### config.mk
export PLATFORM = sky130hd
export DESIGN_NAME = sar_adc_control
export DESIGN_NICKNAME = d
export VERILOG_FILES = /design/src/rtl/sar_adc_pkg.sv /design/src/rtl/sync_2ff.sv /design/src/rtl/sar_adc_control.sv
export SDC_FILE = /design/constraint.sdc
export NUM_CORES = 1
export LEC_CHECK = 0
export BUFFER_PORTS_ARGS = -buffer_cell sky130_fd_sc_hd__buf_4
export CORE_ASPECT_RATIO = 0.5
export CORE_MARGIN = 3
export CORE_UTILIZATION = 35
export CTS_CLUSTER_DIAMETER = 50
export DETAILED_ROUTE_END_ITERATION = 6
export SYNTH_ARGS = -nofsm -noshare
export SYNTH_HDL_FRONTEND = slang
export SYNTH_SLANG_ARGS = --single-unit
### constraint.sdc
create_clock -name clk -period 3.1 [get_ports clk]
set_input_delay 0.465 -clock clk [delete_from_list [all_inputs] [get_ports clk]]
set_output_delay 0.465 -clock clk [all_outputs]
set_load 0.02 [all_outputs]
### src/rtl/sar_adc_pkg.sv
// Shared types and constants for the successive-approximation ADC controller.
package sar_adc_pkg;

  typedef enum logic {
    IDLE,
    TRIAL
  } sar_state_t;

  localparam int DEFAULT_WIDTH         = 8;
  localparam int DEFAULT_SETTLE_CYCLES = 4;

  // The comparator needs a ladder settle cycle plus two sync flops before a decision.
  localparam int SETTLE_CYCLES_MIN = 3;
  localparam int SETTLE_CYCLES_MAX = 255;

  function automatic bit settle_cycles_legal(input int n);
    return (n >= SETTLE_CYCLES_MIN) && (n <= SETTLE_CYCLES_MAX);
  endfunction

endpackage

### src/rtl/sync_2ff.sv
// Two-flop synchronizer for a single asynchronous bit, async active-low reset.
module sync_2ff (
  input  logic clk,
  input  logic n_rst,
  input  logic d,
  output logic q
);

  logic meta;

  always_ff @(posedge clk or negedge n_rst) begin
    if (!n_rst) begin
      meta <= 1'b0;
      q    <= 1'b0;
    end else begin
      meta <= d;
      q    <= meta;
    end
  end

endmodule

### src/rtl/sar_adc_control.sv
// SAR ADC controller: binary search on the R2R ladder against an external
// comparator, one bit per settle window, with a one-cycle valid strobe.
module sar_adc_control
  import sar_adc_pkg::*;
#(
  parameter int WIDTH         = DEFAULT_WIDTH,
  parameter int SETTLE_CYCLES = DEFAULT_SETTLE_CYCLES
) (
  input  logic             clk,
  input  logic             n_rst,
  input  logic             start,
  input  logic             continuous,
  input  logic             cmp_in,
  output logic [WIDTH-1:0] dac_out,
  output logic             busy,
  output logic             valid,
  output logic [WIDTH-1:0] result
);

  localparam int               IDX_W      = (WIDTH > 1) ? $clog2(WIDTH) : 1;
  localparam logic [IDX_W-1:0] IDX_TOP    = IDX_W'(WIDTH - 1);
  localparam logic [7:0]       CNT_RELOAD = 8'(SETTLE_CYCLES - 1);
  localparam logic [WIDTH-1:0] MSB_CODE   = {1'b1, {(WIDTH - 1){1'b0}}};

  generate
    if (!settle_cycles_legal(SETTLE_CYCLES)) begin : g_bad_settle
      $error("sar_adc_control: SETTLE_CYCLES out of range 3..255");
    end
  endgenerate

  sar_state_t       state;
  logic [IDX_W-1:0] idx;
  logic [IDX_W-1:0] idx_next;
  logic [7:0]       cnt;
  logic             cmp_s;
  logic [WIDTH-1:0] decided_code;
  logic [WIDTH-1:0] next_trial_code;

  sync_2ff u_cmp_sync (
    .clk   (clk),
    .n_rst (n_rst),
    .d     (cmp_in),
    .q     (cmp_s)
  );

  // During a trial dac_out is the working code; bits below idx are still 0.
  always_comb begin
    decided_code                  = dac_out;
    decided_code[idx]             = cmp_s;
    idx_next                      = idx - IDX_W'(1);
    next_trial_code               = decided_code;
    next_trial_code[idx_next]     = 1'b1;
  end

  always_ff @(posedge clk or negedge n_rst) begin
    if (!n_rst) begin
      state   <= IDLE;
      dac_out <= '0;
      result  <= '0;
      busy    <= 1'b0;
      valid   <= 1'b0;
      idx     <= '0;
      cnt     <= '0;
    end else begin
      valid <= 1'b0;
      case (state)
        IDLE: begin
          busy <= 1'b0;
          if (start) begin
            state   <= TRIAL;
            busy    <= 1'b1;
            dac_out <= MSB_CODE;
            idx     <= IDX_TOP;
            cnt     <= CNT_RELOAD;
          end
        end

        TRIAL: begin
          if (cnt != 8'd0) begin
            cnt <= cnt - 8'd1;
          end else if (idx != '0) begin
            dac_out <= next_trial_code;
            idx     <= idx_next;
            cnt     <= CNT_RELOAD;
          end else begin
            result <= decided_code;
            valid  <= 1'b1;
            if (continuous) begin
              dac_out <= MSB_CODE;
              idx     <= IDX_TOP;
              cnt     <= CNT_RELOAD;
            end else begin
              // Ladder replays the fresh sample while idle.
              state   <= IDLE;
              busy    <= 1'b0;
              dac_out <= decided_code;
            end
          end
        end

        default: begin
          state <= IDLE;
          busy  <= 1'b0;
        end
      endcase
    end
  end

endmodule

; ---- Word level (Yosys, flattened, before mapping)
; Index checks and enable logic that the tools add are counted.
[op_classes]
addsub = 2
n_lt_le_gt_ge = 4
eq_ne = 6
muxes = 32
bitwise_logic = 4
reduce_logical = 9
[op_table]
columns = op, n
row1 = 8-bit 2-to-1 mux, 8
row2 = 8-bit case mux with 2 select lines, 2
row3 = 1-bit 2-to-1 mux, 12
row4 = 3-bit 2-to-1 mux, 4
row5 = 3-bit AND reduction, 3
row6 = 8-bit bitwise mux, 1
row7 = 3-bit by 4-bit < comparator with 1-bit output (second input constant), 2
row8 = 2-bit inequality test (second input constant), 4
row9 = 8-bit OR, 1
row10 = 8-bit nonzero test, 1
row11 = 8-bit by 1-bit subtractor with 8-bit output (second input constant), 1
row12 = 1-bit demux with 3-bit select, 2
row13 = 3-bit by 1-bit greater-or-equal comparator with 1-bit output (second input constant), 2
row14 = 3-bit case mux with 2 select lines, 1
row15 = 4-bit by 2-bit inequality test with 1-bit output (second input constant), 1
row16 = 1-bit case mux with 2 select lines, 2
row17 = 2-bit AND reduction, 2
row18 = 3-bit by 2-bit inequality test with 1-bit output (second input constant), 1
row19 = 1-bit inverter, 3
row20 = 3-bit nonzero test, 1
row21 = 3-bit by 1-bit subtractor with 3-bit output (second input constant), 1
row22 = 1-bit logical AND, 2
[word_totals]
register_bits = 32
inputBits = 5
word_cells = 66

; ---- Logic depth before layout (Yosys ltp)
; Gate-level depths: netlist of the first run.
[depth]
word_depth = 9
depth_mapped = 8

; ---- By module
; Synthesis of the first run repeated with hierarchy kept, for this count alone.
[hier_totals]
hier_cells = 168
area_unflattened_um2 = 1702.9
[modules_own_cells]
columns = module, n_inst, cells_per_inst, area_each_um2
row1 = sar_adc_control, 1, 166, 1652.8
row2 = sync_2ff, 1, 2, 50.0

; ---- Worst setup path after synthesis of the first run
; OpenSTA, ideal clock, no wires.
[synth_timing]
path_kind = flip-flop to flip-flop
start = register idx[0]
end = register cnt[7]
setup_ps = 78
arrival_ps = 2024
slack_ps = 999
path_stages_with_launch = 8
synth_period_minus_slack_ps = 2101
cell_sequence = dfrtp_1 clkbuf_1 inv_1 ha_1 nor3b_1 and2_1 or4b_1 a21oi_1
[synth_via]
elab_chain_cells = 4
[synth_lines]
columns = item, line
row1 = "start, declared", sar_adc_control.sv:32  ; logic [IDX_W-1:0] idx;
row2 = "start signal, assigned", sar_adc_control.sv:83  ; idx <= idx_next;
row3 = 3-bit nonzero test (*), sar_adc_control.sv:81  ; end else if (idx != '0) begin
row4 = 8-bit 2-to-1 mux, sar_adc_control.sv:81
row5 = 8-bit 2-to-1 mux, sar_adc_control.sv:79  ; if (cnt != 8'd0) begin
row6 = 8-bit case mux with 2 select lines, sar_adc_control.sv:66  ; case (state)
row7 = "end signal, assigned", sar_adc_control.sv:80  ; cnt <= cnt - 8'd1;
row8 = "end, declared", sar_adc_control.sv:34  ; logic [7:0] cnt;
; Mark *: on every way between the ends. The rest lies on a longest branch, timed or not.
; A chain may end at the register's enable or synchronous reset.

; ---- Worst setup path in the final report of the first run
[layout_timing]
start = register idx[0]
end = register cnt[4]
; The elaborated chain is that of the path after synthesis.

==> impl_results.html, run 1 <==
<table>
<tr><th>Metric</th><th>Value</th></tr>
<tr><th colspan="2">Clocking</th></tr>
<tr><td>CTS Buf Count</td><td>5</td></tr>
<tr><td>Clock H-tree levels</td><td>2</td></tr>
<tr><td>Cells resized by post-CTS repair</td><td>0</td></tr>
<tr><td>TritonCTS clock tree</td><td>built</td></tr>
<tr><td>Max Root-Sink Buffers</td><td>2</td></tr>
<tr><td>Hold buffers post-CTS</td><td>0</td></tr>
<tr><td>CTS root buf</td><td>clkbuf_8</td></tr>
<tr><td>Clock-pin slew on the worst setup and hold paths</td><td>0.07 ns</td></tr>
<tr><td>Clk Latency, worst-skew pair</td><td>0.28 ns</td></tr>
<tr><td>Number of clock sinks</td><td>32</td></tr>
<tr><td>Number of setup buffers added after CTS</td><td>0</td></tr>
<tr><th colspan="2">Power</th></tr>
<tr><td>Power density relative to cell area</td><td>913.3 nW/µm²</td></tr>
<tr><td>Static leakage</td><td>0.9186 nW</td></tr>
<tr><td>Final total power</td><td>1.842 mW</td></tr>
<tr><td>Sequential share of power</td><td>39.7%</td></tr>
<tr><td>Share of total power in combinational logic</td><td>42.5%</td></tr>
<tr><td>Clock network fraction of design power</td><td>17.7%</td></tr>
<tr><td>Net switching power figure</td><td>0.7521 mW</td></tr>
<tr><td>Cell-internal power</td><td>1.090 mW</td></tr>
<tr><td>Switching share of total power</td><td>40.83%</td></tr>
<tr><td>Maximum vdd drop</td><td>0.2554 mV</td></tr>
<tr><th colspan="2">Finish</th></tr>
<tr><td>Fin area</td><td>2017 µm²</td></tr>
<tr><td>Syn-to-layout area delta</td><td>18.44%</td></tr>
<tr><td>Total Nets Final</td><td>199</td></tr>
<tr><td>Post-layout util</td><td>44.52%</td></tr>
<tr><td>Non-filler instance count after layout</td><td>257</td></tr>
<tr><td>Share of final-layout standard cells stronger than drive strength 1</td><td>19.37%</td></tr>
<tr><td>Inserted Diodes</td><td>0</td></tr>
<tr><th colspan="2">GRT</th></tr>
<tr><td>Initial antenna violation count</td><td>0</td></tr>
<tr><td>Total congestion overflow</td><td>0</td></tr>
<tr><td>Total routing resource utilization after global routing</td><td>13.48%</td></tr>
<tr><td>Number of global-route vias before repair</td><td>1324</td></tr>
<tr><td>Largest net degree at the start of global routing</td><td>33</td></tr>
<tr><td>Wire length of the first global-routing pass</td><td>6.265 mm</td></tr>
<tr><th colspan="2">Timing</th></tr>
<tr><td>Slew margin rel.</td><td>48.85%</td></tr>
<tr><td>Setup TNS Final</td><td>0 ns</td></tr>
<tr><td>RSZ-0062 raised after global routing</td><td>false</td></tr>
<tr><td>Worst Hold Slack</td><td>0.1031 ns</td></tr>
<tr><td>Final cycle utilization of the critical path</td><td>75.13%</td></tr>
<tr><td>Measured slew at the worst slew-check pin</td><td>0.7673 ns</td></tr>
<tr><td>Hold Fails Final Rpt</td><td>0</td></tr>
<tr><td>Max-slew violations</td><td>0</td></tr>
<tr><td>Number of failing setup endpoints in the final timing report</td><td>0</td></tr>
<tr><td>Final worst setup slack</td><td>0.7710 ns</td></tr>
<tr><td>Clk_skew</td><td>0.006716 ns</td></tr>
<tr><td>F_max</td><td>429.4 MHz</td></tr>
<tr><td>Min Tclk post-route</td><td>2.329 ns</td></tr>
<tr><th colspan="2">Route</th></tr>
<tr><td>Post-detailed-route via-to-cell ratio</td><td>5.249</td></tr>
<tr><td>DRT Wirelength</td><td>3.626 mm</td></tr>
<tr><td>DRC violation total after the first TritonRoute iteration</td><td>19</td></tr>
<tr><td># DRC</td><td>0</td></tr>
<tr><td>Via count of the routed design</td><td>1349</td></tr>
<tr><td>Final ANT Viol Nets</td><td>0</td></tr>
<tr><td>Pre-antenna DRT Iters</td><td>4</td></tr>
<tr><td>Per-cell routed wire length</td><td>14.11 µm</td></tr>
<tr><th colspan="2">Setup path</th></tr>
<tr><td>Worst endpoint data arrival time</td><td>2.52 ns</td></tr>
<tr><td>Kind of end point of the critical path</td><td>register</td></tr>
<tr><td>Origin of the worst setup path</td><td>idx[0]$_DFFE_PN0P_</td></tr>
<tr><td>Reg-to-reg startpoint</td><td>idx[0]$_DFFE_PN0P_</td></tr>
<tr><td>Required time reported for the critical path endpoint</td><td>3.30 ns</td></tr>
<tr><td>Setup crit start kind</td><td>register</td></tr>
<tr><td>Worst reg-to-reg path cell count</td><td>6</td></tr>
<tr><td>Reg2reg end</td><td>cnt[4]$_DFFE_PN0P_</td></tr>
<tr><td>Worst Setup Path Type</td><td>reg -&gt; reg</td></tr>
<tr><td>Reg2reg setup slack</td><td>0.77 ns</td></tr>
<tr><td>CP max FO</td><td>13</td></tr>
<tr><td>CP endpoint</td><td>cnt[4]$_DFFE_PN0P_</td></tr>
<tr><th colspan="2">Yosys</th></tr>
<tr><td>Net count after synthesis</td><td>177</td></tr>
<tr><td>Count of flip-flops with a built-in enable after synthesis</td><td>0</td></tr>
<tr><td>Number of warnings reported in the yosys synthesis log</td><td>0</td></tr>
<tr><td>Sequential element share of the synthesized area</td><td>47.02%</td></tr>
<tr><td>Prevailing post-synth register cell</td><td>dfrtp_1</td></tr>
<tr><td>Average instance area after synthesis</td><td>10.14 µm²</td></tr>
<tr><td>Post-synthesis instance area</td><td>1703 µm²</td></tr>
<tr><td>Register bit count reported by yosys</td><td>32</td></tr>
<tr><td>Share of synthesized flip-flops with an asynchronous set or reset</td><td>100.0%</td></tr>
<tr><td>Cell variety after synth</td><td>44</td></tr>
<tr><td>Gate count after technology mapping</td><td>168</td></tr>
<tr><th colspan="2">Die</th></tr>
<tr><td>Effective utilization at floorplan</td><td>37.59%</td></tr>
<tr><td>Core area</td><td>4531 µm²</td></tr>
<tr><td>Overall die height</td><td>55.32 µm</td></tr>
<tr><td>Cell Rows</td><td>17</td></tr>
<tr><td>I/O pin total</td><td>23</td></tr>
<tr><td>Width of the die</td><td>104.6 µm</td></tr>
<tr><td>Area of the die</td><td>5789 µm²</td></tr>
<tr><th colspan="2">Status</th></tr>
<tr><td>Result of the run</td><td>completed</td></tr>
<tr><th colspan="2">Placement</th></tr>
<tr><td>Port Buffers</td><td>22</td></tr>
<tr><td>Number of placed instances, taps included</td><td>249</td></tr>
<tr><td>Half-perimeter wire length after placement</td><td>2.625 mm</td></tr>
<tr><td>Final weighted congestion of routability-driven global placement</td><td>0.8261</td></tr>
<tr><td>Placed instance area</td><td>1924 µm²</td></tr>
<tr><td>Post-place setup slack</td><td>0.8202 ns</td></tr>
<tr><th colspan="2">Run</th></tr>
<tr><td>Number of violations of the max-capacitance limit</td><td>0</td></tr>
<tr><th colspan="2">Min path</th></tr>
<tr><td>Class of the worst hold path</td><td>in -&gt; async</td></tr>
</table>
## cells in the final DEF, fill, tap and decap left out, types with 2 or more instances in the layout
cell,count
xnor2_1,2
nor3b_1,6
nor2b_1,3
or4_1,2
a211o_1,2
nand2b_1,2
inv_1,8
buf_4,24
nor2_1,4
clkinv_2,2
and4_2,2
nor3_1,4
mux2i_1,9
and2_1,2
a21oi_1,7
dfrtp_1,32
ha_1,4
or3_1,3
a22oi_1,2
nand3b_1,6
clkbuf_8,6
nand2_1,13
a22o_1,7
nand3_1,4
o21ai_0,17
## critical path, stage by stage, from the launching register on
cell and delay (ns):
dfrtp_1 0.51, inv_1 0.23, ha_1 0.29, nor3b_1 0.65
and4_2 0.33, o21ai_0 0.09, a21oi_1 0.16
## cell usage after synthesis, types with 2 or more instances
master	count	share of area, %
or3_1	3	1.1
or4_1	2	0.88
mux2i_1	9	5.3
inv_1	8	1.8
nor3b_1	6	2.6
xnor2_1	2	1.0
ha_1	4	2.9
dfrtp_1	32	47
a22o_1	7	3.6
nor2_1	4	0.88
a21oi_1	7	2.1
a211o_1	2	1.0
nand3b_1	6	2.6
and4_2	2	1.2
nand2b_1	2	0.73
and2_1	2	0.73
a22oi_1	2	0.88
nor2b_1	3	1.1
o21ai_0	17	5.0
nand3_1	4	1.2
clkbuf_1	5	1.1
nand2_1	13	2.9
clkbuf_2	2	0.59
nor3_1	4	1.2
## power groups by stage
stage	clock, mW	sequential [mW]	combinational (mW)
3_5_place_dp	0	0.735	0.790
2_1_floorplan	0	0.725	0.558
5_1_grt	0.363	0.756	0.879
6_report	0.327	0.731	0.784
3_3_place_gp	0	0.728	0.782
4_1_cts	0.337	0.728	0.794
## logic make-up after synthesis
| logic type | synth area share, % |
|---|---|
| AOI/OAI and AO/OA | 18.52 |
| xor gates and xnor gates | 1.029 |
| adders and majority gates | 2.939 |
| buffers and inverters | 4.188 |
| DFF | 47.02 |
| muxes | 5.952 |
| and+or+nand+nor | 20.35 |
## registers in the layout (all words and copies together), names as in the netlist
| signal | count |
|---|---|
| busy | 1 |
| cnt | 8 |
| idx | 3 |
| state | 1 |
| valid | 1 |
| result | 8 |
| u_cmp_sync.meta | 1 |
| dac_out | 8 |
| u_cmp_sync.q | 1 |
## worst min path at each step
stage / cells past startpoint / slack (ns) / endpoint
floorplan: 0 / 0.17 / busy$_DFFE_PN0P_
global placement: 0 / 0.33 / u_cmp_sync.q$_DFF_PN0_
detailed placement: 0 / 0.34 / u_cmp_sync.q$_DFF_PN0_
CTS: 1 / 0.11 / valid$_DFF_PN0_
global route: 1 / 0.13 / dac_out[2]$_DFFE_PN0P_
finish: 1 / 0.10 / valid$_DFF_PN0_
## area by class of cell
class | instances | area, µm²
Clock buffer | 6 | 82.58
Sequential cell | 32 | 800.8
Fill cell | 431 | 2514
Timing Repair Buffer | 24 | 180.2
Multi-Input combinational cell | 119 | 830.8
Tap cell | 66 | 82.58
Inverter | 8 | 30.03
Clock inverter | 2 | 10.01
## per-layer routing
metal	GRT usage (%)	wire [µm]	vias up	share of wire (%)
li1	-	-	665	-
met1	17.50	1875	661	52
met2	21.56	1583	18	44
met3	4.084	132	5	3.6
met4	4.486	34	0	0.94
met5	0	0	-	0
Note: power is estimated with default switching activity, not from simulation.
==> run 2, diff against run 1 <==
==> constraint.sdc (replaced) <==
create_clock -name clk -period 2 [get_ports clk]
set_input_delay 0.3 -clock clk [delete_from_list [all_inputs] [get_ports clk]]
set_output_delay 0.3 -clock clk [all_outputs]
set_load 0.02 [all_outputs]
==> impl_results.html, run 2 (synthesis gave the netlist of run 1 again) <==
<table>
<tr><th>Metric</th><th>Value</th></tr>
<tr><th colspan="2">Status</th></tr>
<tr><td>Result of the run</td><td>completed</td></tr>
<tr><th colspan="2">Setup path</th></tr>
<tr><td>CP max FO</td><td>7 (-6)</td></tr>
<tr><td>Worst endpoint data arrival time</td><td>2.14 ns (-0.38 ns)</td></tr>
<tr><td>Cell with the largest stage delay on the worst path</td><td>dfrtp_1</td></tr>
<tr><td>Top delay family on crit path</td><td>simple AND/OR/NAND/NOR gates</td></tr>
<tr><td>Buffers &amp; Inverters on Critical Path</td><td>2 (+1)</td></tr>
<tr><td>Kind of end point of the critical path</td><td>register</td></tr>
<tr><td>Setup crit start kind</td><td>register</td></tr>
<tr><td>Critical Path Max Stage Delay</td><td>0.40 ns (-0.25 ns)</td></tr>
<tr><td>Worst path cell trace</td><td>inv_1 &gt; ha_1 &gt; nor4bb_2 &gt; buf_4 &gt; nand2_1 &gt; o21bai_2 &gt; mux2_2</td></tr>
<tr><td>Required time reported for the critical path endpoint</td><td>2.16 ns (-1.14 ns)</td></tr>
<tr><td>Reg2reg setup slack</td><td>0.02 ns (-0.75 ns)</td></tr>
<tr><td>Worst reg-to-reg path cell count</td><td>7 (+1)</td></tr>
<tr><td>Critical path depth in cells</td><td>7 (+1)</td></tr>
<tr><td>Worst Setup Path Type</td><td>reg -&gt; reg</td></tr>
<tr><th colspan="2">Die</th></tr>
<tr><td>Overall die height</td><td>55.32 µm (unchanged)</td></tr>
<tr><td>Area of the die</td><td>5789 µm² (unchanged)</td></tr>
<tr><td>Width of the die</td><td>104.6 µm (unchanged)</td></tr>
<tr><td>Cell Rows</td><td>17 (unchanged)</td></tr>
<tr><td>I/O pin total</td><td>23 (unchanged)</td></tr>
<tr><td>Effective utilization at floorplan</td><td>37.59% (unchanged)</td></tr>
<tr><td>Core area</td><td>4531 µm² (unchanged)</td></tr>
<tr><th colspan="2">Timing</th></tr>
<tr><td>Measured slew at the worst slew-check pin</td><td>0.4890 ns (-0.2784 ns)</td></tr>
<tr><td>Final worst setup slack</td><td>0.01905 ns (-0.7519 ns)</td></tr>
<tr><td>Clk_skew</td><td>0.007216 ns (+0.0004999 ns)</td></tr>
<tr><td>RSZ-0062 raised after global routing</td><td>true</td></tr>
<tr><td>Hold Fails Final Rpt</td><td>0 (unchanged)</td></tr>
<tr><td>Slew margin rel.</td><td>67.16% (+18 points)</td></tr>
<tr><td>Min Tclk post-route</td><td>1.981 ns (-0.3481 ns)</td></tr>
<tr><td>Final cycle utilization of the critical path</td><td>99.05% (+24 points)</td></tr>
<tr><td>Max-slew violations</td><td>0 (unchanged)</td></tr>
<tr><td>Setup TNS Final</td><td>0 ns (unchanged)</td></tr>
<tr><td>F_max</td><td>504.8 MHz (+18%)</td></tr>
<tr><td>Number of failing setup endpoints in the final timing report</td><td>0 (unchanged)</td></tr>
<tr><th colspan="2">Power</th></tr>
<tr><td>Static leakage</td><td>0.9604 nW (+4.6%)</td></tr>
<tr><td>Final total power</td><td>2.929 mW (+59%)</td></tr>
<tr><td>Maximum vdd drop</td><td>0.4055 mV (+59%)</td></tr>
<tr><td>Power density relative to cell area</td><td>1402 nW/µm² (+54%)</td></tr>
<tr><th colspan="2">Route</th></tr>
<tr><td>Per-cell routed wire length</td><td>14.56 µm (+3.2%)</td></tr>
<tr><td>Final ANT Viol Nets</td><td>0 (unchanged)</td></tr>
<tr><td>Post-detailed-route via-to-cell ratio</td><td>5.332 (+1.6%)</td></tr>
<tr><td>Pre-antenna DRT Iters</td><td>5 (+1)</td></tr>
<tr><td>Via count of the routed design</td><td>1413 (+4.7%)</td></tr>
<tr><td># DRC</td><td>0 (unchanged)</td></tr>
<tr><td>DRT Wirelength</td><td>3.858 mm (+6.4%)</td></tr>
<tr><td>DRC violation total after the first TritonRoute iteration</td><td>43 (+24)</td></tr>
<tr><th colspan="2">Placement</th></tr>
<tr><td>Half-perimeter wire length after placement</td><td>2.643 mm (+0.67%)</td></tr>
<tr><td>Post-place setup slack</td><td>0.1110 ns (-0.7092 ns)</td></tr>
<tr><td>Final weighted congestion of routability-driven global placement</td><td>0.8119 (-1.7%)</td></tr>
<tr><td>Placed instance area</td><td>1999 µm² (+3.9%)</td></tr>
<tr><td>Port Buffers</td><td>22 (unchanged)</td></tr>
<tr><th colspan="2">Finish</th></tr>
<tr><td>Registers with the highest flip-flop counts</td><td>cnt x8, dac_out x8, result x8</td></tr>
<tr><td>Area used by multi-input combinational logic</td><td>840.8 µm² (+1.2%)</td></tr>
<tr><td>Inserted Diodes</td><td>0 (unchanged)</td></tr>
<tr><td>Total Nets Final</td><td>210 (+5.5%)</td></tr>
<tr><td>Commonest cells after routing, fill and taps aside</td><td>buf_4, dfrtp_1, o21ai_0</td></tr>
<tr><td>Commonest non-fill, non-tap cell in the layout</td><td>buf_4</td></tr>
<tr><td>Total area of sequential cells</td><td>800.8 µm² (unchanged)</td></tr>
<tr><td>Syn-to-layout area delta</td><td>22.63%</td></tr>
<tr><td>Fin area</td><td>2088 µm² (+3.5%)</td></tr>
<tr><td>Share of final-layout standard cells stronger than drive strength 1</td><td>23.12% (+3.7 points)</td></tr>
<tr><td>FILL cells</td><td>455 (+5.6%)</td></tr>
<tr><th colspan="2">Clocking</th></tr>
<tr><td>CTS root buf</td><td>clkbuf_8</td></tr>
<tr><td>Number of clock sinks</td><td>32 (unchanged)</td></tr>
<tr><td>Clock-pin slew on the worst setup and hold paths</td><td>0.06 ns (about the same)</td></tr>
<tr><td>Max Root-Sink Buffers</td><td>2 (unchanged)</td></tr>
<tr><td>Clock H-tree levels</td><td>2 (unchanged)</td></tr>
<tr><td>Clk Latency, worst-skew pair</td><td>0.28 ns (about the same)</td></tr>
<tr><td>CTS Buf Count</td><td>5 (unchanged)</td></tr>
<tr><td>Number of setup buffers added after CTS</td><td>0 (unchanged)</td></tr>
<tr><td>TritonCTS clock tree</td><td>built</td></tr>
<tr><th colspan="2">GRT</th></tr>
<tr><td>Wire length of the first global-routing pass</td><td>6.555 mm (+4.6%)</td></tr>
<tr><td>Number of global-route vias before repair</td><td>1385 (+4.6%)</td></tr>
<tr><td>Total congestion overflow</td><td>0 (unchanged)</td></tr>
<tr><td>Total routing resource utilization after global routing</td><td>13.89% (+0.42 points)</td></tr>
<tr><td>Initial antenna violation count</td><td>0 (unchanged)</td></tr>
<tr><td>Largest net degree at the start of global routing</td><td>33 (unchanged)</td></tr>
<tr><th colspan="2">Min path</th></tr>
<tr><td>Hold-critical path depth</td><td>1</td></tr>
<tr><td>Class of the worst hold path</td><td>in -&gt; reg</td></tr>
<tr><th colspan="2">Run</th></tr>
<tr><td>Number of violations of the max-capacitance limit</td><td>0 (unchanged)</td></tr>
</table>
[run 2: final cells by class]
| class | instances | area share [%] |
|---|---|---|
| Multi-Input combinational cell | 119 | 40.26 |
| Sequential cell | 32 | 38.35 |
| Timing Repair Buffer | 35 | 12.70 |
| Tap cell | 66 | 3.954 |
| Clock buffer | 5 | 3.295 |
| Inverter | 8 | 1.438 |
[run 2: final timing paths]
check	startpoint	to
setup / recovery	cnt[1]$_DFFE_PN0P_	idx[1]$_DFFE_PN0P_
hold / removal	cmp_in	u_cmp_sync.meta$_DFF_PN0_
setup reg to reg	cnt[1]$_DFFE_PN0P_	idx[1]$_DFFE_PN0P_
hold reg to reg	u_cmp_sync.meta$_DFF_PN0_	u_cmp_sync.q$_DFF_PN0_
max in group asynchronous	n_rst	cnt[6]$_DFFE_PN0P_
min in group asynchronous	n_rst	valid$_DFF_PN0_
[run 2: metal layers]
| metal | up-vias | wire length [µm] | global-route usage (%) | part of all wire (%) |
|---|---|---|---|---|
| met1 | 696 | 1822 | 18.06 | 47 |
| met2 | 28 | 1832 | 22.29 | 47 |
| li1 | 685 | - | - | - |
| met4 | 0 | 31 | 4.299 | 0.80 |
| met5 | - | 0 | 0 | 0 |
| met3 | 4 | 171 | 4.317 | 4.4 |
[run 2: report_power, final]
group          switching, mW  internal [mW]
Combinational          0.766          0.661
Clock                  0.214          0.224
Sequential             0.215          0.849
Total                   1.19           1.73
[run 2: timing repair]
item,in CTS,in global routing
endpoints found under the setup margin,0,4
gates resized for setup,0,2
endpoints found under the hold margin,32,0
hold buffers,1,0
[run 2: metrics by stage]
| stage | utilization, % | hold WS (ns) | instances |
|---|---|---|---|
| after floorplan | - | 0.004409 | 168 |
| after global placement | 44.13 | 0.2683 | 259 |
| after detailed placement | 44.13 | 0.2722 | 259 |
| after CTS | 45.87 | 0.1261 | 265 |
| after global routing | 46.09 | 0.1217 | 265 |
| final | 46.09 | 0.1333 | 265 |
